## config.mk

```make
export PLATFORM = sky130hd
export DESIGN_NAME = mem_port_arbiter_flat
export DESIGN_NICKNAME = d
export VERILOG_FILES = /design/src/rtl/mem_port_arbiter_if.sv /design/src/rtl/mem_port_arbiter.sv /design/src/flat_wrapper.sv
export SDC_FILE = /design/constraint.sdc
export NUM_CORES = 1
export LEC_CHECK = 0
export ABC_CLOCK_PERIOD_IN_PS = 4580
export CAP_MARGIN = 30
export CORE_AREA = 2 2 86 88
export CTS_BUF_LIST = sky130_fd_sc_hd__clkbuf_8 sky130_fd_sc_hd__clkbuf_16
export CTS_CLUSTER_DIAMETER = 60
export DETAILED_ROUTE_END_ITERATION = 8
export DIE_AREA = 0 0 88 90
export HOLD_SLACK_MARGIN = 0.03
export PLACE_DENSITY_LB_ADDON = 0.08
export SETUP_SLACK_MARGIN = 0.1
export SYNTH_ARGS = -nofsm -noshare
export SYNTH_HDL_FRONTEND = slang
export SYNTH_SLANG_ARGS = --single-unit
```

## constraint.sdc

```tcl
create_clock -name clk -period 4.58 [get_ports clk]
set_input_delay 1.145 -clock clk [delete_from_list [all_inputs] [get_ports clk]]
set_output_delay 1.145 -clock clk [all_outputs]
set_load 0.005 [all_outputs]
```

## src/rtl/mem_port_arbiter_if.sv

```systemverilog
// mem_port_arbiter_if
//
// This interface bundles the arbiter's request, response and RAM signals.
//
// Modports:
//   slave  - the arbiter. It receives the fetch and data requests and the RAM read data. It drives
//            the grants, the responses, the RAM control and stall.
//   master - the requesting pipeline together with the RAM model.
//
// Signals:
//   i_req/i_addr                fetch request and word address
//   i_gnt, i_rvalid, i_rdata    fetch grant, registered read valid, read data
//   d_req/d_we/d_addr/d_wdata   load/store request
//   d_gnt, d_rvalid, d_rdata    data grant, registered load valid, load data
//   mem_en/mem_we/mem_addr/mem_wdata/mem_rdata  single-port synchronous RAM
//   stall                       a pending request was not granted this cycle
interface mem_port_arbiter_if #(
  parameter int unsigned DATA_W = 32,
  parameter int unsigned ADDR_W = 16
);
  logic              i_req;
  logic [ADDR_W-1:0] i_addr;
  logic              i_gnt;
  logic              i_rvalid;
  logic [DATA_W-1:0] i_rdata;

  logic              d_req;
  logic              d_we;
  logic [ADDR_W-1:0] d_addr;
  logic [DATA_W-1:0] d_wdata;
  logic              d_gnt;
  logic              d_rvalid;
  logic [DATA_W-1:0] d_rdata;

  logic              mem_en;
  logic              mem_we;
  logic [ADDR_W-1:0] mem_addr;
  logic [DATA_W-1:0] mem_wdata;
  logic [DATA_W-1:0] mem_rdata;

  logic              stall;

  modport slave (
    input  i_req, i_addr, d_req, d_we, d_addr, d_wdata, mem_rdata,
    output i_gnt, i_rvalid, i_rdata, d_gnt, d_rvalid, d_rdata,
           mem_en, mem_we, mem_addr, mem_wdata, stall
  );

  modport master (
    output i_req, i_addr, d_req, d_we, d_addr, d_wdata, mem_rdata,
    input  i_gnt, i_rvalid, i_rdata, d_gnt, d_rvalid, d_rdata,
           mem_en, mem_we, mem_addr, mem_wdata, stall
  );
endinterface

```

## src/rtl/mem_port_arbiter.sv

```systemverilog
// mem_port_arbiter
//
// The ASIP has one single-port synchronous RAM. This block shares that RAM between instruction
// fetch and load/store. It grants at most one access per cycle. Data accesses win by default.
// A saturating wait counter counts the consecutive cycles in which fetch was denied. When that
// count reaches STARVE_LIMIT, fetch wins the next contended cycle. The RAM returns read data one
// cycle after the access. A small response-owner FSM records which port issued the read, so the
// matching rvalid rises in that next cycle.
//
// Parameters:
//   DATA_W        read/write data width
//   ADDR_W        word address width
//   STARVE_LIMIT  denied fetch cycles before fetch takes priority (1..15)
//
// Ports:
//   clk    rising-edge clock
//   reset  synchronous, active-high. While it is high, both grants are forced to 0.
//   bus    mem_port_arbiter_if.slave: fetch port, data port, RAM port, stall
module mem_port_arbiter #(
  parameter int unsigned DATA_W       = 32,
  parameter int unsigned ADDR_W       = 16,
  parameter int unsigned STARVE_LIMIT = 3
) (
  input logic               clk,
  input logic               reset,
  mem_port_arbiter_if.slave bus
);

  localparam logic [3:0] Limit = 4'(STARVE_LIMIT);

  typedef enum logic [1:0] {
    RespNone,
    RespFetch,
    RespLoad
  } resp_e;

  resp_e       resp_state;
  logic [3:0]  wait_cnt;
  logic        fetch_gnt;
  logic        data_gnt;
  logic        fetch_prio;

  // Fetch has waited long enough; it wins the next contended cycle.
  assign fetch_prio = (wait_cnt == Limit);

  // ---------------------------------------------------------------------------
  // Grant select. This is combinational, so a request is granted in the same cycle it is raised.
  // ---------------------------------------------------------------------------
  always_comb begin
    fetch_gnt = 1'b0;
    data_gnt  = 1'b0;
    if (!reset) begin
      if (bus.i_req && bus.d_req) begin
        if (fetch_prio) begin
          fetch_gnt = 1'b1;
        end else begin
          data_gnt = 1'b1;
        end
      end else begin
        fetch_gnt = bus.i_req;
        data_gnt  = bus.d_req;
      end
    end
  end

  assign bus.i_gnt = fetch_gnt;
  assign bus.d_gnt = data_gnt;

  // ---------------------------------------------------------------------------
  // RAM port mux. Write data is zero unless a data access owns the port.
  // ---------------------------------------------------------------------------
  assign bus.mem_en    = fetch_gnt | data_gnt;
  assign bus.mem_we    = data_gnt & bus.d_we;
  assign bus.mem_addr  = data_gnt ? bus.d_addr : bus.i_addr;
  assign bus.mem_wdata = data_gnt ? bus.d_wdata : '0;

  assign bus.stall = (bus.i_req & ~fetch_gnt) | (bus.d_req & ~data_gnt);

  // ---------------------------------------------------------------------------
  // Starvation counter. It counts consecutive denied fetch cycles and saturates at the limit.
  // It clears when fetch is granted. It also clears when the fetch request goes away, including
  // a request that is withdrawn before it is granted.
  // ---------------------------------------------------------------------------
  always_ff @(posedge clk) begin
    if (reset) begin
      wait_cnt <= 4'd0;
    end else if (fetch_gnt || !bus.i_req) begin
      wait_cnt <= 4'd0;
    end else if (wait_cnt != Limit) begin
      wait_cnt <= wait_cnt + 4'd1;
    end
  end

  // ---------------------------------------------------------------------------
  // Response-owner FSM. The state names the port whose read was issued last cycle. Because the
  // state is re-decided every cycle, back-to-back reads from either port are allowed. Stores do
  // not produce a response.
  // ---------------------------------------------------------------------------
  always_ff @(posedge clk) begin
    if (reset) begin
      resp_state <= RespNone;
    end else if (fetch_gnt) begin
      resp_state <= RespFetch;
    end else if (data_gnt && !bus.d_we) begin
      resp_state <= RespLoad;
    end else begin
      resp_state <= RespNone;
    end
  end

  // Decoding the state register alone keeps both rvalid outputs glitch-free.
  assign bus.i_rvalid = (resp_state == RespFetch);
  assign bus.d_rvalid = (resp_state == RespLoad);

  // Both response ports carry the raw RAM data. Consumers qualify it with their own rvalid.
  assign bus.i_rdata = bus.mem_rdata;
  assign bus.d_rdata = bus.mem_rdata;

  // Only one owner may ever drive the single RAM port.
  a_one_grant : assert property (@(posedge clk) !(fetch_gnt && data_gnt));

endmodule

```

## src/flat_wrapper.sv

```systemverilog
// flat-port wrapper written by rule: the top's interface ports become plain ports
module mem_port_arbiter_flat 
#(
  parameter int unsigned DATA_W       = 32,
  parameter int unsigned ADDR_W       = 16,
  parameter int unsigned STARVE_LIMIT = 3
)
  (clk, reset, bus_i_req, bus_i_addr, bus_d_req, bus_d_we, bus_d_addr, bus_d_wdata, bus_mem_rdata, bus_i_gnt, bus_i_rvalid, bus_i_rdata, bus_d_gnt, bus_d_rvalid, bus_d_rdata, bus_mem_en, bus_mem_we, bus_mem_addr, bus_mem_wdata, bus_stall);
  mem_port_arbiter_if #(.DATA_W(DATA_W), .ADDR_W(ADDR_W)) bus_i ();
  input logic clk;
  input logic reset;
  input wire logic [$bits(bus_i.i_req)-1:0] bus_i_req;
  input wire logic [$bits(bus_i.i_addr)-1:0] bus_i_addr;
  input wire logic [$bits(bus_i.d_req)-1:0] bus_d_req;
  input wire logic [$bits(bus_i.d_we)-1:0] bus_d_we;
  input wire logic [$bits(bus_i.d_addr)-1:0] bus_d_addr;
  input wire logic [$bits(bus_i.d_wdata)-1:0] bus_d_wdata;
  input wire logic [$bits(bus_i.mem_rdata)-1:0] bus_mem_rdata;
  output wire logic [$bits(bus_i.i_gnt)-1:0] bus_i_gnt;
  output wire logic [$bits(bus_i.i_rvalid)-1:0] bus_i_rvalid;
  output wire logic [$bits(bus_i.i_rdata)-1:0] bus_i_rdata;
  output wire logic [$bits(bus_i.d_gnt)-1:0] bus_d_gnt;
  output wire logic [$bits(bus_i.d_rvalid)-1:0] bus_d_rvalid;
  output wire logic [$bits(bus_i.d_rdata)-1:0] bus_d_rdata;
  output wire logic [$bits(bus_i.mem_en)-1:0] bus_mem_en;
  output wire logic [$bits(bus_i.mem_we)-1:0] bus_mem_we;
  output wire logic [$bits(bus_i.mem_addr)-1:0] bus_mem_addr;
  output wire logic [$bits(bus_i.mem_wdata)-1:0] bus_mem_wdata;
  output wire logic [$bits(bus_i.stall)-1:0] bus_stall;
  assign bus_i.i_req = bus_i_req;
  assign bus_i.i_addr = bus_i_addr;
  assign bus_i.d_req = bus_d_req;
  assign bus_i.d_we = bus_d_we;
  assign bus_i.d_addr = bus_d_addr;
  assign bus_i.d_wdata = bus_d_wdata;
  assign bus_i.mem_rdata = bus_mem_rdata;
  assign bus_i_gnt = bus_i.i_gnt;
  assign bus_i_rvalid = bus_i.i_rvalid;
  assign bus_i_rdata = bus_i.i_rdata;
  assign bus_d_gnt = bus_i.d_gnt;
  assign bus_d_rvalid = bus_i.d_rvalid;
  assign bus_d_rdata = bus_i.d_rdata;
  assign bus_mem_en = bus_i.mem_en;
  assign bus_mem_we = bus_i.mem_we;
  assign bus_mem_addr = bus_i.mem_addr;
  assign bus_mem_wdata = bus_i.mem_wdata;
  assign bus_stall = bus_i.stall;
  mem_port_arbiter #(.DATA_W(DATA_W), .ADDR_W(ADDR_W), .STARVE_LIMIT(STARVE_LIMIT)) u_core (.clk(clk), .reset(reset), .bus(bus_i));
endmodule
```

==> flow_summary.ini, run 1 <==
[sta]
setup_ws_ps = 345
finalCritPeriodShare_pct = 92.5
slew_viol_final = 0
whs_ps = 445
finalSetupViolations = 0
worst_pin_slew_ps = 249
tns_ps = 0
clock.fmax_mhz = 236
rsz0062_at_grt = false
slew-limit-headroom_pct = 83.4
final-hold-violation-count = 0
period_minus_slack_ps = 4240
skew_ps = 0.208

[worst_setup_path]
cp_data_required_time_ps = 3430
crit_path_start_kind = input port
cp-end-kind = output port
cpMostUsedCell = clkdlybuf4s50_1
crit_type = input port to output port
crit_chain = clkdlybuf4s50_1, nand2b_1, a21oi_4, buf_4, mux2_2, clkdlybuf4s50_1
slowest_delay_ps = 490
critPathMaxFanout = 21
critPathSlowestCell = clkdlybuf4s50_1
critPathArrivalTime_ps = 3090

[yosys]
synthCells = 149
synth_cell_types = 23
ys_async_sr_fraction_pct = 0
synthAdderAreaFrac_pct = 1.00
synth_most_common_cell = buf_4
synth_xor_area_share_pct = 0.702
avgSynthCellArea_um2 = 8.37
ys_seq_area_share_pct = 9.63
synth-simple-area-share_pct = 26.0
netlist_top_cells_count = buf_4, and2_1, mux2_4
synth_top_family_by_area = buffers and inverters
synth-edff-count = 0
yosys-top-cells-area = buf_4, mux2_4, and2_1
yosys-mux-area-fraction_pct = 19.0
ys_ff_latch = 6
synth.largest_area_cell = buf_4
synth_compound_area_share_pct = 2.11
yosys_most_used_dff = dfxtp_1
ys_warn_count = 0
yosysTopAreaCellShare_pct = 38.5
syn_area_um2 = 1250
syn-num-nets = 251

[min_path]
hp-class = register to register

[die]
start_util_pct = 17.8
die_area_um2 = 7920
rows = 31
io_pins = 220
die_y_um = 90
fp.coreArea_um2 = 7020
fp.dieW_um = 88

[cts]
path_clk_slew_ps = 40
post_cts_resize_count = 0
cts_root_buffer = clkbuf_8
cts_hold_buffers = 0
numCtsBuffers = 3
clockBufferDepth = 2
clk_latency_ps = 220
numClockSinks = 6
tritoncts = yes
cts_setup_buffers = 0
cts_max_level = 1

[power]
power.leakage_nw = 0.820
powerDensity_nw_per_um2 = 133
ir_drop_mv = 0.0634

[detailed_routing]
drt_iter0_markers = 24
wl_per_cell_um = 12.3
final_antenna_net_count = 0
firstDrtPassIters = 4
drc = 0
dr_total_vias = 1122
drt-total-wl_um = 3780
vias_per_cell = 3.65

[global_route]
track_usage_pct = 8.69
use_met1_pct = 8.00
grt_start_max_net_pins = 31
global_route.usage.met2_pct = 16.3
antenna_found_initial = 0
grt_pass1_vias = 1112
globalRouteOverflowTotal = 0
gr-max-usage-layer = met2
grt_pass1_wl_um = 5550
use_met3_pct = 3.40

[cells_and_area]
nNetsFinal = 312
fillers = 752
drive_above_1_share_pct = 11.1
syn_to_final_growth_pct = 72.8
num_antenna_cells = 0

[placement]
gp_congestion = 0.675
port_buffers = 123
pre_cts_ws_ps = 329

[run_status]
status = finished, final reports clean

[job]
timing.max_cap.violations = 0
## cells by family after synthesis
kind of cell             after synthesis
flip-flops                             6
adder cells (fa/ha/maj)                1
multiplexers                          16
AO/OA/AOI/OAI                          3
XOR/XNOR                               1
AND/OR/NAND/NOR                       52
buffers and inverters                 70
## per-layer routing
metal,vias up,routed length (µm)
li1,523,-
met1,495,1180
met2,79,1940
met3,25,530
met4,0,126
met5,-,0
## stage by stage
step	cell area [µm²]	instances	utilization [%]	power, mW
4_1_cts	2160	307	30.7	0.293
2_1_floorplan	1250	149	-	0.144
3_5_place_dp	2110	304	30.1	0.212
5_1_grt	2160	307	30.7	0.305
3_3_place_gp	2110	304	30.1	0.211
6_report	2160	307	30.7	0.287
## path summary, 6_finish.rpt
| path | from | to | slack, ps | cells past startpoint |
|---|---|---|---|---|
| hold reg to reg | u_core.wait_cnt[0]$_SDFFE_PP0P_ | u_core.wait_cnt[0]$_SDFFE_PP0P_ | 450 | 1 |
| setup reg to reg | u_core.wait_cnt[0]$_SDFFE_PP0P_ | u_core.resp_state[1]$_SDFF_PP0_ | 3180 | 5 |
| setup / recovery | reset | bus_mem_addr[10] | 340 | 6 |
| hold / removal | u_core.wait_cnt[0]$_SDFFE_PP0P_ | u_core.wait_cnt[0]$_SDFFE_PP0P_ | 450 | 1 |
## final cells by class
| type | count | area (µm²) | share of cell area (%) |
|---|---|---|---|
| flip-flops and latches | 6 | 120 | 5.57 |
| repair buffers | 125 | 1260 | 58.4 |
| clock buffers | 3 | 41.3 | 1.92 |
| well taps | 99 | 124 | 5.75 |
| inverters | 1 | 3.75 | 0.174 |
| multi-input cells | 73 | 608 | 28.2 |
## worst max-delay path, delay by kind of cell
kind	cells	cell delay, ps
buffers and inverters	3	1190
AO/OA/AOI/OAI	1	170
multiplexers	1	350
AND/OR/NAND/NOR	1	220
## placed cells by master (no fill, tap or decap), drive strengths merged
master,instances
and2b,1
clkbuf,3
inv,1
ha,1
nor2b,3
or3,1
xor2,1
clkdlybuf4s50,123
nand3,1
nor3b,3
mux2,16
nand3b,1
nand2,1
dfxtp,6
and2,33
a21oi,3
nand2b,2
buf,2
nor2,6
## state kept, by name, summed over array words and instances (netlist names)
signal,count
u_core.resp_state,2
u_core.wait_cnt,4
## power breakdown
group          internal (mW)  switching (mW)  total, mW  leakage, nW
Combinational          0.117          0.0372      0.154        0.749
Clock                 0.0564          0.0221     0.0786       0.0216
Sequential            0.0537        0.000631     0.0544       0.0488
No activity file was read; power rests on OpenSTA's default activity.
==> inputs of run 2 (changes only) <==
--- a/config.mk
+++ b/config.mk
@@ -7,7 +7,7 @@
 export LEC_CHECK = 0
 export ABC_CLOCK_PERIOD_IN_PS = 4580
 export CAP_MARGIN = 30
-export CORE_AREA = 2 2 86 88
+export CORE_AREA = 4 4 84 86
 export CTS_BUF_LIST = sky130_fd_sc_hd__clkbuf_8 sky130_fd_sc_hd__clkbuf_16
 export CTS_CLUSTER_DIAMETER = 60
 export DETAILED_ROUTE_END_ITERATION = 8
==> flow_summary.ini, run 2 (same netlist as run 1, synthesis figures left out) <==
[placement]
gp_congestion = 0.830
port_buffers = 123
hpwl_um = 3740
pre_cts_ws_ps = 320

[detailed_routing]
firstDrtPassIters = 4
drt-total-wl_um = 4260
drt_iter0_markers = 17
dr_total_vias = 1127
wl_per_cell_um = 14.9
final_antenna_net_count = 0
vias_per_cell = 3.95
drc = 0

[worst_setup_path]
crit_type = input port to output port
cp-end-kind = output port
ff2ff_setup_slack_ps = 3230
ff2ff_path_depth = 5
r2r_end = u_core.resp_state[1]$_SDFF_PP0_
critPathArrivalTime_ps = 3100
crit_path_start_kind = input port
r2r_start = u_core.wait_cnt[0]$_SDFFE_PP0P_
cp_data_required_time_ps = 3430
critPathMaxFanout = 30

[die]
die_y_um = 90
rows = 29
fp.coreArea_um2 = 6280
start_util_pct = 19.9
io_pins = 220
fp.dieW_um = 88
die_area_um2 = 7920

[sta]
whs_ps = 444
rsz0062_at_grt = false
skew_ps = 7.17
clock.fmax_mhz = 235
final-hold-violation-count = 0
tns_ps = 0
slew-limit-headroom_pct = 79.0
setup_ws_ps = 332
worst_pin_slew_ps = 316
period_minus_slack_ps = 4250
slew_viol_final = 0
finalCritPeriodShare_pct = 92.7
finalSetupViolations = 0

[cts]
cts_root_buffer = clkbuf_8
cts_max_level = 1
numCtsBuffers = 3
path_clk_slew_ps = 30
numClockSinks = 6
clockBufferDepth = 2
cts_hold_buffers = 0
post_cts_resize_count = 0
clk_latency_ps = 230
tritoncts = yes
cts_setup_buffers = 0

[run_status]
status = finished, final reports clean

[cells_and_area]
fillers = 637
num_antenna_cells = 0
syn_to_final_growth_pct = 69.6
largest_reg_flops = 4
reg_top3 = u_core.wait_cnt x4, u_core.resp_state x2
layout_common_cells = clkdlybuf4s50_1, and2_1, mux2_4, nor2_1, dfxtp_1
nNetsFinal = 312
regMostFlops = u_core.wait_cnt
layout_commonest_cell = clkdlybuf4s50_1
drive_above_1_share_pct = 11.1

[global_route]
grt_pass1_vias = 1141
grt_start_max_net_pins = 31
track_usage_pct = 10.0
grt_pass1_wl_um = 6250
globalRouteOverflowTotal = 0
antenna_found_initial = 0

[power]
ir_drop_mv = 0.0896
powerDensity_nw_per_um2 = 137
total_power_uw = 290
power.leakage_nw = 0.816

[job]
timing.max_cap.violations = 0

[min_path]
worstHoldStart = u_core.wait_cnt[0]$_SDFFE_PP0P_
min_delay_path_depth = 1
hold_end = u_core.wait_cnt[0]$_SDFFE_PP0P_
hp-class = register to register
[run 2: power breakdown]
group / internal (mW) / total, mW / leakage [nW] / switching [mW]
Combinational: 0.116 / 0.155 / 0.746 / 0.0388
Sequential: 0.0537 / 0.0543 / 0.0488 / 0.000609
Clock: 0.0566 / 0.0804 / 0.0216 / 0.0238
[run 2: critical path: stages]
cell             delay (ps)
clkdlybuf4s50_1         500
nand2b_1                220
a21oi_4                 130
buf_4                   320
mux2_4                  330
clkdlybuf4s50_1         440
[run 2: worst max-delay path by stage]
stage,start,depth (start not counted),end,slack (ps)
2_1_floorplan,reset,4,bus_mem_addr[0],1450
3_3_place_gp,reset,6,bus_mem_addr[14],360
3_5_place_dp,reset,6,bus_mem_addr[0],320
4_1_cts,reset,6,bus_mem_addr[0],320
5_1_grt,reset,6,bus_mem_addr[0],230
6_report,reset,6,bus_mem_addr[0],330
[run 2: per-stage QoR]
stage	std cells	utilization, %	instance area (µm²)
after global routing	285	33.7	2120
after CTS	285	33.7	2120
after detailed placement	282	33.0	2070
after floorplan	149	-	1250
after global placement	282	33.0	2070
final	285	33.7	2120
[run 2: final cells by class]
type	count	area [µm²]	area share, %
clock buffer	3	41.3	1.95
sequential	6	120	5.68
timing repair buffer	125	1250	58.9
tap	77	96.3	4.55
multi-input combinational	73	608	28.7
inverter	1	3.75	0.177
[run 2: layer usage]
metal / routed length (µm) / vias to the layer above / share of wire, % / GRT usage (%)
met4: 110 / 0 / 2.6 / 5.37
li1: - / 522 / - / -
met5: 0 / - / 0 / 0
met3: 575 / 21 / 14 / 3.93
met1: 1300 / 480 / 31 / 9.22
met2: 2270 / 104 / 53 / 18.3
